[src/rtl/cmp8_search.sv]
// Successive-approximation search engine that drives comparator operand `a` and binary-searches the unknown `b`.
// Optional build macro CMP8_SEARCH_ONEHOT_CHECK_EN traps non-one-hot comparator flags into ERR.
module cmp8_search #(
  parameter int W       = 8,
  parameter int CMP_LAT = 1
) (
  input  logic         clk,
  input  logic         rst,
  input  logic         start,
  output logic [W-1:0] guess,
  input  logic         cmp_eq,
  input  logic         cmp_gt,
  input  logic         cmp_lt,
  output logic         busy,
  output logic         done,
  output logic [W-1:0] found,
  output logic [3:0]   steps,
  output logic         error
);

  localparam logic [1:0] S_IDLE   = 2'd0;
  localparam logic [1:0] S_SEARCH = 2'd1;
  localparam logic [1:0] S_DONE   = 2'd2;
  localparam logic [1:0] S_ERR    = 2'd3;

  localparam logic [W-1:0] MAX_VAL   = '1;
  localparam logic [3:0]   WAIT_INIT = 4'(CMP_LAT - 1);

  logic [1:0]   state_q, state_d;
  logic [W-1:0] guess_q, guess_d;
  logic [W-1:0] lo_q, lo_d;
  logic [W-1:0] hi_q, hi_d;
  logic [3:0]   wait_q, wait_d;
  logic [3:0]   steps_q, steps_d;
  logic [W-1:0] found_q, found_d;

  logic [W-1:0] lo_n, hi_n;
  logic [W:0]   mid_sum;
  logic         reload;
  logic         flags_ok;

  // Exactly one bit set: odd parity rules out 000 and 011-style pairs, the AND rules out 111.
  assign flags_ok = (cmp_eq ^ cmp_gt ^ cmp_lt) & ~(cmp_eq & cmp_gt & cmp_lt);

  always_comb begin
    state_d = state_q;
    guess_d = guess_q;
    wait_d  = wait_q;
    steps_d = steps_q;
    found_d = found_q;
    lo_n    = lo_q;
    hi_n    = hi_q;
    reload  = 1'b0;

    case (state_q)
      S_SEARCH: begin
        if (wait_q != 4'd0) begin
          wait_d = wait_q - 4'd1;
        end else begin
          steps_d = steps_q + 4'd1;
`ifdef CMP8_SEARCH_ONEHOT_CHECK_EN
          if (!flags_ok) begin
            state_d = S_ERR;
          end else
`endif
          if (cmp_eq) begin
            state_d = S_DONE;
            found_d = guess_q;
          end else if (cmp_gt) begin
            if (guess_q == lo_q) begin
              state_d = S_ERR;
            end else begin
              hi_n   = guess_q - W'(1);
              reload = 1'b1;
            end
          end else begin
            // Without the one-hot check, 000 falls through here and is treated as lt.
            if (guess_q == hi_q) begin
              state_d = S_ERR;
            end else begin
              lo_n   = guess_q + W'(1);
              reload = 1'b1;
            end
          end
        end
      end
      default: begin
        if (start) begin
          state_d = S_SEARCH;
          lo_n    = '0;
          hi_n    = MAX_VAL;
          steps_d = 4'd0;
          reload  = 1'b1;
        end
      end
    endcase

    mid_sum = {1'b0, lo_n} + {1'b0, hi_n};
    if (reload) begin
      guess_d = mid_sum[W:1];
      wait_d  = WAIT_INIT;
    end
    lo_d = lo_n;
    hi_d = hi_n;
  end

  always_ff @(posedge clk) begin
    if (rst) begin
      state_q <= S_IDLE;
      guess_q <= '0;
      lo_q    <= '0;
      hi_q    <= MAX_VAL;
      wait_q  <= 4'd0;
      steps_q <= 4'd0;
      found_q <= '0;
    end else begin
      state_q <= state_d;
      guess_q <= guess_d;
      lo_q    <= lo_d;
      hi_q    <= hi_d;
      wait_q  <= wait_d;
      steps_q <= steps_d;
      found_q <= found_d;
    end
  end

  assign guess = guess_q;
  assign found = found_q;
  assign steps = steps_q;
  assign busy  = (state_q == S_SEARCH);
  assign done  = (state_q == S_DONE);
  assign error = (state_q == S_ERR);

endmodule
[config.mk]
export PLATFORM = sky130hd
export DESIGN_NAME = cmp8_search
export DESIGN_NICKNAME = d
export VERILOG_FILES = /design/src/rtl/cmp8_search.sv
export SDC_FILE = /design/constraint.sdc
export NUM_CORES = 1
export LEC_CHECK = 0
export BUFFER_PORTS_ARGS = -buffer_cell sky130_fd_sc_hd__buf_4
export CORE_UTILIZATION = 45
export CTS_CLUSTER_SIZE = 28
export DETAILED_ROUTE_END_ITERATION = 10
export GPL_TIMING_DRIVEN = 0
export PLACE_DENSITY = 0.72
export SYNTH_ARGS = -nofsm -noshare
export SYNTH_HDL_FRONTEND = slang
export SYNTH_SLANG_ARGS = --single-unit
[constraint.sdc]
create_clock -name clk -period 3.7 [get_ports clk]
set_input_delay 0.74 -clock clk [delete_from_list [all_inputs] [get_ports clk]]
set_output_delay 0.74 -clock clk [all_outputs]
set_load 0.02 [all_outputs]
==> results of run 1 <==
[final cells by class]
| cell class | instances | share of cell area |
|---|---|---|
| clock buffers | 5 | 0.0222 |
| plain buffers | 20 | 0.0443 |
| flip-flops and latches | 42 | 0.271 |
| multi-input cells | 229 | 0.539 |
| repair buffers | 29 | 0.0713 |
| inverters | 13 | 0.0157 |
| clock inverters | 3 | 0.00805 |
| well taps | 72 | 0.0290 |
[per-stage QoR]
stage	hold WS (ps)	worst slack [ps]	instances	TNS, ps	total power [mW]
detailed placement	490	-60.2	403	-155	0.937
finish	509	177	413	0	1.27
global placement	481	-45.3	403	-45.3	0.931
floorplan	474	314	305	0	0.824
global route	557	-62.9	413	-87.5	1.33
CTS	510	18.0	412	0	1.25
[power by group through the flow]
stage / Sequential, mW / Combinational [mW] / Clock, mW
2_1_floorplan: 0.528 / 0.296 / 0
3_3_place_gp: 0.506 / 0.425 / 0
3_5_place_dp: 0.507 / 0.429 / 0
4_1_cts: 0.497 / 0.436 / 0.316
5_1_grt: 0.500 / 0.494 / 0.339
6_report: 0.497 / 0.457 / 0.316
[synth_stat cells (7+ instances only)]
cell type  count  share of area
a21oi_1       22          0.041
clkbuf_1       7         0.0099
dfxtp_1       42           0.32
ha_1          11          0.052
inv_1         12          0.017
mux2i_1       15          0.057
nand2_1       18          0.025
nand3_1        7          0.013
nor2_1        31          0.044
nor2b_1       11          0.026
nor3_1        20          0.038
o21ai_0        7          0.013
xnor2_1        7          0.023
xor2_1        21          0.069
[final timing paths]
check	startpoint	to	depth (start not counted)	slack [ps]
max	guess[0]	guess[7]	17	180
max reg2reg	guess[0]	guess[7]	17	180
min	found[4]	found[4]	2	510
min reg2reg	found[4]	found[4]	2	510
[flip-flops by register name (all words and copies together), names as in the netlist]
| name | count |
|---|---|
| found | 8 |
| guess | 8 |
| hi_q | 8 |
| lo_q | 8 |
| state_q | 2 |
| steps | 4 |
| wait_q | 4 |
[logic make-up after synthesis]
kind of cell             after synthesis
adder cells (fa/ha/maj)               12
AO/OA/AOI/OAI                         51
XOR/XNOR                              32
buffers and inverters                 34
multiplexers                          15
AND/OR/NAND/NOR                      119
flip-flops                            42
[what timing repair did]
item / CTS / global route
setup buffers: 1 / 2
pin swaps: 1 / 4
endpoints found under the setup margin: 4 / 4
gates resized for setup: 3 / 11
hold endpoints to repair: 0 / 0
[tightest hold or removal path, cell delays in order, from the launching register on]
cell     delay, ps
dfxtp_1        340
mux2i_1         70
nor2_1          70
[layer usage]
layer / GRT usage / share of wire / wire (um)
met1: 0.281 / 0.43 / 2820
met2: 0.375 / 0.47 / 3060
met3: 0.0379 / 0.061 / 397
met4: 0.113 / 0.036 / 235
met5: 0 / 0 / 0
==> impl_metrics.env, run 1 <==
export IMPL_numCtsBuffers=5
export IMPL_cp_end_kind="register"
export IMPL_worstPathArrival_ps=3750
export IMPL_power_switching_mw=0.468
export IMPL_cp_slowest_cell="fa_1"
export IMPL_clock_tree_root_cell="clkbuf_8"
export IMPL_yosysUniqueCellTypes=49
export IMPL_power_density_mw_per_mm2=409
export IMPL_worstSkewPairLatency_ps=310
export IMPL_synth_top_family_by_area="simple AND/OR/NAND/NOR gates"
export IMPL_grt_pass1_wl_um=10600
export IMPL_crit_buf_inv=5
export IMPL_vias=2255
export IMPL_p_seq_frac=0.391
export IMPL_internal_power_mw=0.802
export IMPL_cpMostUsedCell="o21ai_0"
export IMPL_mappedNetlistArea_sq_mm=0.00266
export IMPL_tritoncts="built"
export IMPL_relSlewSlack=0.532
export IMPL_multi_input_area_sq_mm=0.00167
export IMPL_cts_sinks=42
export IMPL_tightest_slew_ps=702
export IMPL_synth_compound_area_frac=0.136
export IMPL_grt_max_degree=16
export IMPL_routed_wl_um=6510
export IMPL_design_area_sq_mm=0.00311
export IMPL_async_flop_share=0
export IMPL_crit_family="compound AO/OA/AOI/OAI gates"
export IMPL_yosys_area_share_simple=0.243
export IMPL_cap_violations=0
export IMPL_synth_flop_cell="dfxtp_1"
export IMPL_die_w_um=78.8
export IMPL_grt_overflow_total=0
export IMPL_grt_pass1_vias=2210
export IMPL_mostFrequentLayoutCell="dfxtp_1"
export IMPL_syn_nets=323
export IMPL_worstPathRequired_ps=3930
export IMPL_seq_area_sq_um=841
export IMPL_gp_congestion=0.898
export IMPL_finalHoldViolCount=0
export IMPL_die_area_sq_mm=0.00621
export IMPL_post_route_period_util=0.952
export IMPL_ant_nets=0
export IMPL_fmax_ghz=0.284
export IMPL_place_area_sq_mm=0.00294
export IMPL_most_common_layout_cells="dfxtp_1 (42), buf_4 (32), nor2_1 (31)"
export IMPL_netlist_instances=305
export IMPL_max_stage_delay_ps=420
export IMPL_htreeDepth=2
export IMPL_ys_warn_count=0
export IMPL_hpwl_um=4750
export IMPL_clk_pin_slew_ps=100
export IMPL_cp_max_fo=10
export IMPL_dieHeight_um=78.8
export IMPL_io_pins=29
export IMPL_wl_per_cell_um=15.8
export IMPL_worstSetupPathType="register to register"
export IMPL_core_area_sq_mm=0.00561
export IMPL_avgSynthCellArea_sq_um=8.71
export IMPL_fin_skew_ps=10.8
export IMPL_p_clk_frac=0.249
export IMPL_outcome="complete, no violations"
export IMPL_post_route_drc_count=0
export IMPL_hold_buffers=0
export IMPL_grt_use_total=0.226
export IMPL_antenna_found_initial=0
export IMPL_period_needed_ps=3520
export IMPL_final_util=0.554
export IMPL_viasPerCell=5.46
export IMPL_synth_edf_count=0
export IMPL_ys_seq_elements=42
export IMPL_drt_iter0_drc=183
export IMPL_worst_setup_path_start_kind="register"
export IMPL_row_count=27
export IMPL_combPwrFrac=0.360
export IMPL_synthMuxAreaShare=0.0565
export IMPL_n_antenna_cell=0
export IMPL_syn2layout_area_growth_pct=17.0
export IMPL_switching_share=0.368
export IMPL_vdd_ir_drop_max_mv=0.170
export IMPL_crit_chain="buf_4 > xor2_1 > nor4_2 > buf_4 > a211oi_2 > buf_6 > buf_2 > a21oi_2 > inv_1 > fa_1 > nor2b_2 > o21ai_0 > a21oi_1 > o21ai_0 > a21boi_1 > o21ai_0 > a211oi_2"
export IMPL_power_leakage_nw=1.31
export IMPL_setup_viol=0
export IMPL_drive_above_1_share=0.235
export IMPL_yosysSeqAreaShare=0.317
export IMPL_start_util=0.474
export IMPL_final_max_slew_viol_count=0
export IMPL_final_nets=358
export IMPL_fillCellCount=517
export IMPL_portBuffers=26
export IMPL_synth_xor_area_share=0.117
export IMPL_synth_adder_area_share=0.0593
export IMPL_hold_path_class="register to register"
export IMPL_firstDrtPassIters=4
export IMPL_clockBufferDepth=2
(Power assumes the default switching activity.)
==> inputs of run 2 (changes only) <==
--- a/config.mk
+++ b/config.mk
@@ -5,6 +5,7 @@
 export SDC_FILE = /design/constraint.sdc
 export NUM_CORES = 1
 export LEC_CHECK = 0
+export ABC_AREA = 1
 export BUFFER_PORTS_ARGS = -buffer_cell sky130_fd_sc_hd__buf_4
 export CORE_UTILIZATION = 45
 export CTS_CLUSTER_SIZE = 28
==> run 2 against run 1 <==
Critical path depth is the same. Sequential share of layout area grew 1.9 points. Combinational power increased by 32%. Utilization hardly changed. Die area down 5.7%. Non-clock buffer count down 12. Global-route usage down 1.9 points. Final area is 6.6% lower. Synthesized area is 5.8% lower. Clock skew shrank 6.9 ps. Cell count up 9.0%. Clock power up 17%. Largest cell class unchanged.
==> impl_metrics.env, run 2 <==
export IMPL_outcome="complete, no violations"
export IMPL_synth_flop_cell="dfxtp_1"
export IMPL_tritoncts="built"
export IMPL_whs_path_depth=2
export IMPL_switching_share=0.383
export IMPL_cts_post_setup_buffers_inserted=0
export IMPL_drt_iter0_drc=133
export IMPL_die_area_sq_mm=0.00586
export IMPL_dieHeight_um=76.6
export IMPL_tightest_slew_ps=572
export IMPL_p_seq_frac=0.358
export IMPL_cap_violations=0
export IMPL_p_clk_frac=0.244
export IMPL_period_needed_ps=3220
export IMPL_hold_buffers=0
export IMPL_syn2layout_area_growth_pct=16.1
export IMPL_die_w_um=76.6
export IMPL_reg2reg_to="guess[7]"
export IMPL_numCtsBuffers=5
export IMPL_worstReg2RegStart="guess[6]"
export IMPL_grt_use_total=0.207
export IMPL_vdd_ir_drop_max_mv=0.220
export IMPL_relSlewSlack=0.618
export IMPL_finalHoldViolCount=0
export IMPL_cp_slowest_cell="fa_1"
export IMPL_grt_pass1_vias=2057
export IMPL_post_route_period_util=0.871
export IMPL_ff2ff_path_depth=17
export IMPL_design_area_sq_mm=0.00290
export IMPL_power_leakage_nw=1.34
export IMPL_yosysSeqAreaShare=0.336
export IMPL_row_count=26
export IMPL_power_switching_mw=0.581
export IMPL_reg2reg_slack_ps=480
export IMPL_power_density_mw_per_mm2=523
export IMPL_cp_end_kind="register"
export IMPL_tns_ps=0
export IMPL_core_area_sq_mm=0.00524
export IMPL_htreeDepth=2
export IMPL_internal_power_mw=0.936
export IMPL_post_route_drc_count=0
export IMPL_n_antenna_cell=0
export IMPL_max_stage_delay_ps=470
export IMPL_gp_congestion=0.891
export IMPL_combPwrFrac=0.397
export IMPL_clk_pin_slew_ps=80
export IMPL_yosysUniqueCellTypes=30
export IMPL_worstPathArrival_ps=3440
export IMPL_viasPerCell=5.00
export IMPL_worst_setup_path_start_kind="register"
export IMPL_final_max_slew_viol_count=0
export IMPL_dpl_cell_count=442
export IMPL_portBuffers=27
export IMPL_finalNonFillerCells=450
export IMPL_ant_nets=0
export IMPL_wl_per_cell_um=12.6
export IMPL_setup_viol=0
export IMPL_clock_tree_root_cell="clkbuf_8"
export IMPL_synth_common_cells="nand2_1 (78), inv_1 (43), dfxtp_1 (42)"
export IMPL_grt_pass1_wl_um=9620
export IMPL_synth_largest_area_cell="dfxtp_1"
export IMPL_worstSetupPathType="register to register"
export IMPL_final_util=0.554
export IMPL_ys_seq_elements=42
export IMPL_crit_family="compound AO/OA/AOI/OAI gates"
export IMPL_ys_warn_count=0
export IMPL_clockBufferDepth=2
export IMPL_syn_nets=363
export IMPL_synth_top_area_frac=0.336
export IMPL_fmax_ghz=0.310
export IMPL_final_nets=397
export IMPL_netlist_instances=345
export IMPL_most_common_layout_cells="nand2_1 (78), inv_1 (43), dfxtp_1 (41)"
export IMPL_start_util=0.478
export IMPL_mostFrequentLayoutCell="nand2_1"
export IMPL_worstSkewPairLatency_ps=300
export IMPL_min_to="wait_q[1]"
export IMPL_hpwl_um=4390
export IMPL_place_area_sq_mm=0.00279
export IMPL_cp_max_fo=6
export IMPL_synth_most_common_cell="nand2_1"
export IMPL_firstDrtPassIters=4
export IMPL_synth_edf_count=0
export IMPL_avgSynthCellArea_sq_um=7.25
export IMPL_async_flop_share=0
export IMPL_grt_overflow_total=0
export IMPL_finalPower_mw=1.52
export IMPL_grt_max_degree=14
export IMPL_cts_sinks=42
export IMPL_mappedNetlistArea_sq_mm=0.00250
export IMPL_min_from="wait_q[1]"
export IMPL_vias=2252
export IMPL_crit_buf_inv=2
export IMPL_hold_path_class="register to register"
export IMPL_crit_chain="buf_2 > xnor2_1 > nand2_1 > nor2_1 > nand2_2 > nand3_4 > nand2_1 > o22ai_1 > inv_1 > fa_1 > o21ai_1 > a21oi_1 > o21ai_0 > a21oi_1 > nor2_1 > nor3_1 > a211oi_1"
export IMPL_worstPathRequired_ps=3910
export IMPL_synthTopCellsByArea="dfxtp_1 (34%), nand2_1 (12%), a21oi_1 (6.8%)"
export IMPL_antenna_found_initial=0
export IMPL_routed_wl_um=5680
export IMPL_drive_above_1_share=0.174
export IMPL_io_pins=29
export IMPL_grt_setup_unrepaired="no"
export IMPL_fin_skew_ps=3.94
[run 2: worst max path at each step]
stage                   from        to  cells after the start
floorplan           guess[6]  guess[7]                     17
global placement      cmp_eq  guess[7]                     15
detailed placement    cmp_gt  guess[7]                     16
CTS                 guess[6]  guess[7]                     17
global route        guess[6]  guess[7]                     17
finish              guess[6]  guess[7]                     17
[run 2: logic make-up (layout without fill, tap and decap cells)]
family	after synthesis	count (layout)	synth area share
AO/OA/AOI/OAI	67	67	0.141
AND/OR/NAND/NOR	136	136	0.256
XOR/XNOR	27	27	0.0945
adder cells (fa/ha/maj)	12	12	0.0630
multiplexers	1	1	0.00400
buffers and inverters	60	95	0.106
flip-flops	42	42	0.336
[run 2: power groups by stage]
stage / clock network [mW] / registers, mW / logic, mW
detailed placement: 0 / 0.553 / 0.604
floorplan: 0 / 0.587 / 0.406
finish: 0.371 / 0.544 / 0.603
global placement: 0 / 0.552 / 0.595
CTS: 0.378 / 0.543 / 0.606
global route: 0.398 / 0.551 / 0.671
[run 2: per-stage QoR]
step	hold WS, ps	setup slack (ps)
3_3_place_gp	451	364
3_5_place_dp	455	305
4_1_cts	469	341
5_1_grt	498	78.3
2_1_floorplan	441	803
6_report	465	476
[run 2: per-layer routing]
metal	vias up	part of all wire	routed length, um	GRT usage
li1	1172	-	-	-
met1	1030	0.47	2690	0.270
met2	44	0.47	2680	0.352
met3	6	0.045	258	0.0359
met4	0	0.0097	55	0.0519
met5	-	0	0	0
[run 2: final cells by class]
class	instances	area [sq um]
Buffer	10	71.3
Sequential cell	42	842
Fill cell	516	2330
Clock buffer	6	72.6
Multi-Input combinational cell	243	1400
Timing Repair Buffer	27	203
Clock inverter	2	37.5
Tap cell	70	87.6
Inverter	50	193
[run 2: timing repair]
item | in CTS | in global routing
endpoints found under the hold margin | 0 | 0
resized for setup | 0 | 2
endpoints found under the setup margin | 0 | 1
[run 2: worst reg2reg max path: stages, from the launching register on]
cell and delay (ps):
dfxtp_1 340, buf_2 190, xnor2_1 130, nand2_1 80
nor2_1 170, nand2_2 100, nand3_4 100, nand2_1 150
o22ai_1 210, inv_1 110, fa_1 470, o21ai_1 240
a21oi_1 100, o21ai_0 270, a21oi_1 110, nor2_1 130
nor3_1 60, a211oi_1 180
